<file path="config.mk">
export PLATFORM = sky130hd
export DESIGN_NAME = rf_ctrl
export DESIGN_NICKNAME = d
export VERILOG_FILES = /design/src/rtl/rf_ctrl_pkg.sv /design/src/rtl/rf_ctrl_seq.sv /design/src/rtl/rf_ctrl.sv
export SDC_FILE = /design/constraint.sdc
export NUM_CORES = 1
export LEC_CHECK = 0
export ABC_AREA = 0
export BUFFER_PORTS_ARGS = -buffer_cell sky130_fd_sc_hd__buf_2
export CORE_MARGIN = 4
export CORE_UTILIZATION = 45
export DETAILED_ROUTE_END_ITERATION = 12
export PLACE_DENSITY = 0.72
export REMOVE_ABC_BUFFERS = 1
export SYNTH_ARGS = -nofsm -noshare
export SYNTH_HDL_FRONTEND = slang
export SYNTH_SLANG_ARGS = --single-unit
</file>
<file path="constraint.sdc">
create_clock -name clk -period 7.1 [get_ports clk]
set_input_delay 1.775 -clock clk [delete_from_list [all_inputs] [get_ports clk]]
set_output_delay 1.775 -clock clk [all_outputs]
set_load 0.02 [all_outputs]
</file>
<file path="src/rtl/rf_ctrl_pkg.sv">
// Shared definitions for rf_ctrl: op codes, sequencer states and port widths.
// The CLEAR op is only built when RF_CTRL_CLEAR_EN is defined.
package rf_ctrl_pkg;

  localparam int DATA_W = 16;
  localparam int SEL_W  = 3;
  localparam int OP_W   = 3;

  localparam logic [OP_W-1:0] OP_READ  = 3'd0;
  localparam logic [OP_W-1:0] OP_WRITE = 3'd1;
  localparam logic [OP_W-1:0] OP_COPY  = 3'd2;
  localparam logic [OP_W-1:0] OP_SWAP  = 3'd3;
  localparam logic [OP_W-1:0] OP_CLEAR = 3'd4;

  typedef enum logic [2:0] {
    S_IDLE  = 3'd0,
    S_EXEC  = 3'd1,
    S_SWAP2 = 3'd2,
    S_CLR   = 3'd3,
    S_RESP  = 3'd4
  } state_e;

endpackage

</file>
<file path="src/rtl/rf_ctrl_seq.sv">
// State register, next-state logic and CLR sweep counter for rf_ctrl.
// The counter and CLR path exist only when RF_CTRL_CLEAR_EN is defined.
module rf_ctrl_seq
  import rf_ctrl_pkg::*;
(
  input  logic            clk,
  input  logic            rst,
  input  logic            accept_i,
  input  logic [OP_W-1:0] op_i,
  input  logic            rsp_ready_i,
`ifdef RF_CTRL_CLEAR_EN
  output logic [SEL_W-1:0] cnt_o,
`endif
  output state_e          state_o
);

  state_e state_q;
`ifdef RF_CTRL_CLEAR_EN
  logic [SEL_W-1:0] cnt_q;
  assign cnt_o = cnt_q;
`endif
  assign state_o = state_q;

  always_ff @(posedge clk or posedge rst) begin
    if (rst) begin
      state_q <= S_IDLE;
`ifdef RF_CTRL_CLEAR_EN
      cnt_q   <= '0;
`endif
    end else begin
      case (state_q)
        S_IDLE: if (accept_i) state_q <= S_EXEC;
        S_EXEC: begin
          if (op_i == OP_SWAP) state_q <= S_SWAP2;
`ifdef RF_CTRL_CLEAR_EN
          else if (op_i == OP_CLEAR) state_q <= S_CLR;
`endif
          else state_q <= S_RESP;
        end
        S_SWAP2: state_q <= S_RESP;
`ifdef RF_CTRL_CLEAR_EN
        // Exactly eight sweep cycles; the counter is rearmed on exit.
        S_CLR: begin
          if (cnt_q == 3'd7) begin
            state_q <= S_RESP;
            cnt_q   <= '0;
          end else begin
            cnt_q <= cnt_q + 3'd1;
          end
        end
`endif
        S_RESP: if (rsp_ready_i) state_q <= S_IDLE;
        default: state_q <= S_IDLE;
      endcase
    end
  end

endmodule

</file>
<file path="src/rtl/rf_ctrl.sv">
// Command sequencer driving the 8x16b register file port (READ/WRITE/COPY/SWAP/CLEAR).
// Optional CLEAR sweep is enabled with the RF_CTRL_CLEAR_EN macro.
module rf_ctrl
  import rf_ctrl_pkg::*;
(
  input  logic              clk,
  input  logic              rst,
  input  logic              cmd_valid,
  output logic              cmd_ready,
  input  logic [OP_W-1:0]   cmd_op,
  input  logic [SEL_W-1:0]  cmd_ra,
  input  logic [SEL_W-1:0]  cmd_rb,
  input  logic [DATA_W-1:0] cmd_data,
  output logic              rsp_valid,
  input  logic              rsp_ready,
  output logic [DATA_W-1:0] rsp_data1,
  output logic [DATA_W-1:0] rsp_data2,
  output logic              rsp_err,
  output logic [SEL_W-1:0]  readReg1Sel,
  output logic [SEL_W-1:0]  readReg2Sel,
  output logic [SEL_W-1:0]  writeRegSel,
  output logic [DATA_W-1:0] writeData,
  output logic              writeEn,
  output logic              enable,
  input  logic [DATA_W-1:0] readData1,
  input  logic [DATA_W-1:0] readData2,
  input  logic              rfErr
);

  state_e            state;
  logic              accept;
  logic              op_legal;
  logic [OP_W-1:0]   op_q;
  logic [SEL_W-1:0]  ra_q, rb_q;
  logic [DATA_W-1:0] data_q;
  logic [DATA_W-1:0] d1_q, d1_d, d2_q, d2_d;
  logic              err_q, err_d;
`ifdef RF_CTRL_CLEAR_EN
  logic [SEL_W-1:0]  cnt;
`endif

  assign cmd_ready = (state == S_IDLE) & ~rst;
  assign accept    = cmd_valid & cmd_ready;
  assign rsp_valid = (state == S_RESP);
  assign rsp_data1 = d1_q;
  assign rsp_data2 = d2_q;
  assign rsp_err   = err_q;

`ifdef RF_CTRL_CLEAR_EN
  assign op_legal = (op_q <= OP_CLEAR);
`else
  assign op_legal = (op_q <= OP_SWAP);
`endif

  rf_ctrl_seq u_seq (
    .clk        (clk),
    .rst        (rst),
    .accept_i   (accept),
    .op_i       (op_q),
    .rsp_ready_i(rsp_ready),
`ifdef RF_CTRL_CLEAR_EN
    .cnt_o      (cnt),
`endif
    .state_o    (state)
  );

  // rf port drive: decoded from state and the latched command only.
  always_comb begin
    readReg1Sel = '0;
    readReg2Sel = '0;
    writeRegSel = '0;
    writeData   = '0;
    writeEn     = 1'b0;
    enable      = 1'b0;
    case (state)
      S_EXEC: begin
        enable = op_legal;
        case (op_q)
          OP_READ: begin
            readReg1Sel = ra_q;
            readReg2Sel = rb_q;
          end
          OP_WRITE: begin
            writeRegSel = ra_q;
            writeData   = data_q;
            writeEn     = 1'b1;
          end
          OP_COPY: begin
            readReg1Sel = ra_q;
            writeRegSel = rb_q;
            writeData   = readData1;
            writeEn     = 1'b1;
          end
          OP_SWAP: begin
            readReg1Sel = ra_q;
            readReg2Sel = rb_q;
            writeRegSel = ra_q;
            writeData   = readData2;
            writeEn     = 1'b1;
          end
          default: ;
        endcase
      end
      S_SWAP2: begin
        enable      = 1'b1;
        writeRegSel = rb_q;
        writeData   = d1_q;
        writeEn     = 1'b1;
      end
`ifdef RF_CTRL_CLEAR_EN
      S_CLR: begin
        enable      = 1'b1;
        writeRegSel = cnt;
        writeEn     = 1'b1;
      end
`endif
      default: ;
    endcase
  end

  always_comb begin
    d1_d  = d1_q;
    d2_d  = d2_q;
    err_d = err_q;
    if (accept) begin
      d1_d  = '0;
      d2_d  = '0;
      err_d = 1'b0;
    end else if (state == S_EXEC) begin
      case (op_q)
        OP_READ, OP_SWAP: begin
          d1_d = readData1;
          d2_d = readData2;
        end
        OP_WRITE: d1_d = data_q;
        OP_COPY:  d1_d = readData1;
        default: ;
      endcase
      if (!op_legal) err_d = 1'b1;
    end
    if (enable && rfErr) err_d = 1'b1;
  end

  always_ff @(posedge clk or posedge rst) begin
    if (rst) begin
      op_q   <= '0;
      ra_q   <= '0;
      rb_q   <= '0;
      data_q <= '0;
      d1_q   <= '0;
      d2_q   <= '0;
      err_q  <= 1'b0;
    end else begin
      if (accept) begin
        op_q   <= cmd_op;
        ra_q   <= cmd_ra;
        rb_q   <= cmd_rb;
        data_q <= cmd_data;
      end
      d1_q  <= d1_d;
      d2_q  <= d2_d;
      err_q <= err_d;
    end
  end

endmodule

</file>
==> results_dict.tcl, run 1 <==
set metrics [dict create \
    tns_ns 0 \
    yosysSeqAreaShare 0.490 \
    drc_errors 0 \
    ioPinCount 124 \
    dp_hpwl_mm 5.74 \
    first_iter_violations 93 \
    power.net_switching_uw 646 \
    vias_per_cell 5.50 \
    coreArea_mm2 0.00676 \
    power.share.clock 0.173 \
    first_pass_iters 4 \
    root_buffer "clkbuf_8" \
    grt_use_total 0.214 \
    area_growth_pct 24.3 \
    yosys-top-cells-area "dfrtp_1 49%, nand2_1 11%, mux2_2 5.8%" \
    combPwrFrac 0.414 \
    initial_core_util 0.461 \
    synth_fa_ha_area_frac 0 \
    cts_tree "built" \
    synth_mux_area_frac 0.109 \
    seq_power_share 0.413 \
    htree_levels 3 \
    wl_mm 8.79 \
    arrival_ns 2.95 \
    pre_cts_slack_ns 2.73 \
    route.vias.total 2874 \
    syn-cell-area_mm2 0.00312 \
    p_int_uw 896 \
    port_buffers 123 \
    async_flop_share 1.00 \
    grt_setup_unrepaired "no" \
    cp_slowest_cell "dfrtp_1" \
    ant_nets 0 \
    critPathMaxStageDelay_ns 0.98 \
    maxClockFrequency_ghz 0.212 \
    clkLatencyLatePin_ns 0.33 \
    grt_pass1_wl_mm 14.2 \
    clock_sinks 61 \
    synth_top_family_by_area "simple AND/OR/NAND/NOR gates" \
    ctsResizeCount 0 \
    end_kind "output pin" \
    die_area_mm2 0.00832 \
    avgRoutedWirePerCell_um 16.8 \
    whs_ns 0.498 \
    dp_cells 509 \
    switching_share 0.419 \
    peakVddDrop_uv 169 \
    cts.reportedPaths.clkPinSlew_ns 0.06 \
    final_util 0.573 \
    cp.required_ns 5.33 \
    p_leak_uw 0.00210 \
    grt_pass1_vias 2930 \
    rows 30 \
    finalCriticalPeriod_ns 4.73 \
    slew_violations 0 \
    nFillCells 645 \
    n_antenna_cell 0 \
    hold_buffers 0 \
    syn_area_per_cell_um2 9.44 \
    synth_warnings 0 \
    fin_ws_ns 2.37 \
    layout-drive-gt1-share 0.363 \
    clock_skew_ns 0.00854 \
    worst_pin_slew_ns 1.25 \
    powerDensity_mw_per_mm2 398 \
    ys_ff_latch 61 \
    grt_max_degree 62 \
    yosys_most_used_dff "dfrtp_1" \
    antenna_found_initial 0 \
    worstPathCellList "nor2b_2 -> nor3_4 -> and2_1 -> buf_2" \
    synthSimpleGateAreaFrac 0.190 \
    cts_buffers 9 \
    ys_types 31 \
    synth_compound_area_frac 0.159 \
    cts_max_path_buffers 2 \
    path_max_fanout 25 \
    gp_congestion 0.831 \
    yosysMostFrequentCell "nand2_1" \
    holdCritPathClass "reg -> reg" \
    cap_violations 0 \
    cts_setup_buffers 0 \
    relSlewSlack 0.161 \
    startpoint_type "flip-flop" \
    yosysTopAreaCell "dfrtp_1" \
    synth_xor_xnor_area_share 0 \
    crit_type "reg -> out" \
    period_share 0.666 \
    die_width_um 91.2 \
    final_cells 523 \
    synth_top_area_frac 0.490 \
    status "complete, no violations" \
    overflow 0 \
    setup_viol 0 \
    nNetsFinal 502 \
    hold_viol_final 0 \
    die_h_um 91.2 \
    synthTopCellsByCount "90 x nand2_1, 61 x dfrtp_1, 33 x o21ai_0" \
    synthCells 330 \
    synth_edf_count 0 \
]
==> critical path, delay by kind of cell (launching register included) <==
| kind | cells | cell delay [ns] |
|---|---|---|
| buffers and inverters | 1 | 0.16 |
| flip-flops | 1 | 0.98 |
| AND/OR/NAND/NOR | 3 | 1.46 |
==> cell type report <==
| type | count | area (µm²) | area share |
|---|---|---|---|
| flip-flops and latches | 61 | 1530 | 0.394 |
| well taps | 80 | 100 | 0.0258 |
| repair buffers | 125 | 631 | 0.163 |
| clock inverters | 2 | 10.0 | 0.00258 |
| inverters | 4 | 15.0 | 0.00388 |
| clock buffers | 12 | 155 | 0.0401 |
| multi-input cells | 239 | 1440 | 0.371 |
==> registers in the layout, summed over array words and instances (netlist names) <==
signal,flops
data_q,16
op_q,3
ra_q,3
rb_q,3
rsp_data1,16
rsp_data2,16
rsp_err,1
u_seq.state_o,3
==> through the flow <==
stage                     power [µW]  area [µm²]
after CTS                       1550        3870
after global placement          1270        3710
after detailed placement        1280        3710
after global routing            1650        3870
final                           1540        3870
after floorplan                 1040        2970
==> cell usage in the layout (no fill, tap or decap) <==
cell,instances
dfrtp_1,61
nor2b_2,1
o21ai_0,33
nand2_1,90
buf_4,2
nand2b_1,1
nand3_1,16
a22o_1,16
clkinv_2,2
a22oi_1,16
nor3_1,1
and4_1,1
clkbuf_1,1
a32o_1,3
mux2_2,16
nor3b_1,2
a21oi_1,2
or4b_4,1
o21bai_1,1
buf_2,123
nor3b_2,1
mux2i_1,16
inv_2,1
nor4_1,1
inv_1,3
and2_1,6
o2bb2ai_1,2
nor2_1,7
nor2b_1,2
nor2_2,2
nor3_4,1
a31oi_1,1
clkbuf_8,11
==> metal layers <==
metal,up-vias,share of wire,track usage
li1,1366,-,-
met2,102,0.48,0.357
met1,1397,0.45,0.280
met4,0,0.011,0.0704
met5,-,0,0
met3,9,0.060,0.0414
==> worst paths after layout <==
kind	to	cells past startpoint	slack, ns	startpoint
hold reg to reg	data_q[8]	2	0.50	data_q[8]
max in group asynchronous	rsp_data2[13]	3	4.90	rst
hold / removal	data_q[8]	2	0.50	data_q[8]
setup / recovery	readReg2Sel[1]	4	2.37	op_q[0]
min in group asynchronous	rsp_data2[9]	3	1.70	rst
setup reg to reg	rsp_data2[12]	4	3.85	op_q[1]
==> cell families after synthesis <==
group / count (synthesis)
and+or+nand+nor: 133
AOI/OAI and AO/OA: 74
DFF: 61
muxes: 32
buffers and inverters: 30
==> power by group through the flow <==
| stage | clock network, µW | registers [µW] | logic [µW] |
|---|---|---|---|
| 5_1_grt | 287 | 659 | 699 |
| 3_5_place_dp | 0 | 639 | 644 |
| 4_1_cts | 273 | 635 | 644 |
| 6_report | 267 | 637 | 639 |
| 3_3_place_gp | 0 | 635 | 632 |
| 2_1_floorplan | 0 | 706 | 336 |
Power figures use the tool's default switching activity.
==> run 2: changes to the inputs <==
--- a/config.mk
+++ b/config.mk
@@ -5,12 +5,12 @@
 export SDC_FILE = /design/constraint.sdc
 export NUM_CORES = 1
 export LEC_CHECK = 0
-export ABC_AREA = 0
+export ABC_AREA = 1
 export BUFFER_PORTS_ARGS = -buffer_cell sky130_fd_sc_hd__buf_2
 export CORE_MARGIN = 4
 export CORE_UTILIZATION = 45
 export DETAILED_ROUTE_END_ITERATION = 12
-export PLACE_DENSITY = 0.72
+export PLACE_DENSITY = 0.7
 export REMOVE_ABC_BUFFERS = 1
 export SYNTH_ARGS = -nofsm -noshare
 export SYNTH_HDL_FRONTEND = slang
==> constraint.sdc (replaced) <==
create_clock -name clk -period 4.8 [get_ports clk]
set_input_delay 1.2 -clock clk [delete_from_list [all_inputs] [get_ports clk]]
set_output_delay 1.2 -clock clk [all_outputs]
set_load 0.02 [all_outputs]
==> results_dict.tcl, run 2 <==
set metrics [dict create \
    status "complete, no violations" \
    layout-drive-gt1-share 0.271 \
    synthTopCellsByCount "154 x nand2_1, 101 x nand3_1, 61 x dfrtp_1" \
    final_cell_mix "154 x nand2_1, 123 x buf_2, 101 x nand3_1" \
    initial_core_util 0.472 \
    coreArea_mm2 0.00741 \
    root_buffer "clkbuf_8" \
    finalCriticalPeriod_ns 4.04 \
    avgRoutedWirePerCell_um 16.2 \
    cts_max_path_buffers 2 \
    cts_setup_buffers 0 \
    power.share.clock 0.215 \
    path_max_fanout 21 \
    async_flop_share 1.00 \
    dp_hpwl_mm 7.26 \
    combPwrFrac 0.433 \
    ctsResizeCount 0 \
    slew_violations 0 \
    cp.required_ns 3.60 \
    hold_viol_final 0 \
    area_growth_pct 23.1 \
    cap_violations 0 \
    grt_pass1_vias 3616 \
    peakVddDrop_uv 243 \
    holdCritPathClass "reg -> reg" \
    ioPinCount 124 \
    dp_cells 669 \
    tns_ns 0 \
    grt_use_total 0.247 \
    wl_mm 11.1 \
    period_share 0.842 \
    ys_types 27 \
    first_pass_iters 5 \
    maxClockFrequency_ghz 0.247 \
    clock_sinks 61 \
    ant_nets 0 \
    yosysSeqAreaShare 0.436 \
    clock_skew_ns 0.00865 \
    grt_max_degree 56 \
    fin_area_mm2 0.00431 \
    overflow 0 \
    hold_buffers 0 \
    grt_pass1_wl_mm 17.4 \
    powerDensity_mw_per_mm2 602 \
    setup_viol 0 \
    cts.reportedPaths.clkPinSlew_ns 0.07 \
    antenna_found_initial 0 \
    power.net_switching_uw 1180 \
    switching_share 0.457 \
    gp_congestion 0.783 \
    route.vias.total 3685 \
    yosys_most_used_dff "dfrtp_1" \
    drc_errors 0 \
    die_area_mm2 0.00925 \
    rows 31 \
    seq_power_share 0.352 \
    final_util 0.581 \
    grt_setup_unrepaired "no" \
    cts_tree "built" \
    worst_pin_slew_ns 0.813 \
    nNetsFinal 643 \
    vias_per_cell 5.38 \
    yosysMostFrequentCell "nand2_1" \
    startpoint_type "flip-flop" \
    ys_ff_latch 61 \
    relSlewSlack 0.457 \
    p_leak_uw 0.00249 \
    synthCells 477 \
    crit_type "reg -> out" \
    end_kind "output pin" \
    die_width_um 96.2 \
    synth_top_area_frac 0.436 \
    power_uw 2590 \
    yosys-top-cells-area "dfrtp_1 44%, nand2_1 17%, nand3_1 14%" \
    n_antenna_cell 0 \
    final_common_cell "nand2_1" \
    synth_warnings 0 \
    cts_buffers 9 \
    clkLatencyLatePin_ns 0.35 \
    syn-cell-area_mm2 0.00350 \
    yosysTopAreaCell "dfrtp_1" \
    htree_levels 3 \
    p_int_uw 1410 \
    first_iter_violations 271 \
    die_h_um 96.2 \
    place_area_mm2 0.00406 \
    final_cells 685 \
    synth_edf_count 0 \
    syn_area_per_cell_um2 7.33 \
    arrival_ns 2.84 \
    port_buffers 123 \
]
run 2: metal layers:
layer,up-vias,part of all wire,track usage
li1,1774,-,-
met1,1727,0.41,0.317
met2,167,0.50,0.413
met3,17,0.074,0.0391
met4,0,0.018,0.0995
met5,-,0,0
run 2: logic make-up after synthesis:
family	count (synthesis)	synth area share
AOI/OAI and AO/OA	29	0.0447
buffers and inverters	81	0.108
DFF	61	0.436
and+or+nand+nor	306	0.411
run 2: power groups by stage:
stage | Clock, µW | Combinational [µW] | Sequential [µW]
finish | 557 | 1120 | 913
global route | 584 | 1240 | 939
CTS | 559 | 1120 | 907
detailed placement | 0 | 1120 | 914
global placement | 0 | 1100 | 903
floorplan | 0 | 579 | 1040
run 2: final cells by class:
type,instances,area (µm²)
sequential,61,1530
inverter,48,180
timing repair buffer,126,638
tap,99,124
clock inverter,3,65.1
multi-input combinational,335,1590
clock buffer,13,179
fill,744,3100
run 2: path summary, 6_finish.rpt:
check                                   from               end  slack (ns)  depth (start not counted)
worst min register to register  rsp_data2[9]      rsp_data2[9]        0.50                          2
worst min-delay path            rsp_data2[9]      rsp_data2[9]        0.50                          2
min in group asynchronous                rst  u_seq.state_o[0]        0.77                          2
worst max-delay path                 op_q[0]    readReg1Sel[0]        0.76                          6
worst max register to register       op_q[0]      rsp_data1[3]        2.25                          6
max in group asynchronous                rst           op_q[2]        3.07                          3
run 2: stage by stage:
step | hold slack, ns | setup slack, ns
2_1_floorplan | 0.472 | 0.471
3_3_place_gp | 0.479 | 1.27
3_5_place_dp | 0.483 | 1.19
4_1_cts | 0.498 | 0.797
5_1_grt | 0.534 | 0.614
6_report | 0.497 | 0.759
run 2: worst max-delay path: stages (launching register included):
cell and delay [ns]:
dfrtp_1 0.81, inv_2 0.42, o21ai_4 0.60, inv_2 0.31, nand2_1 0.13, nor2_1 0.06, buf_2 0.16
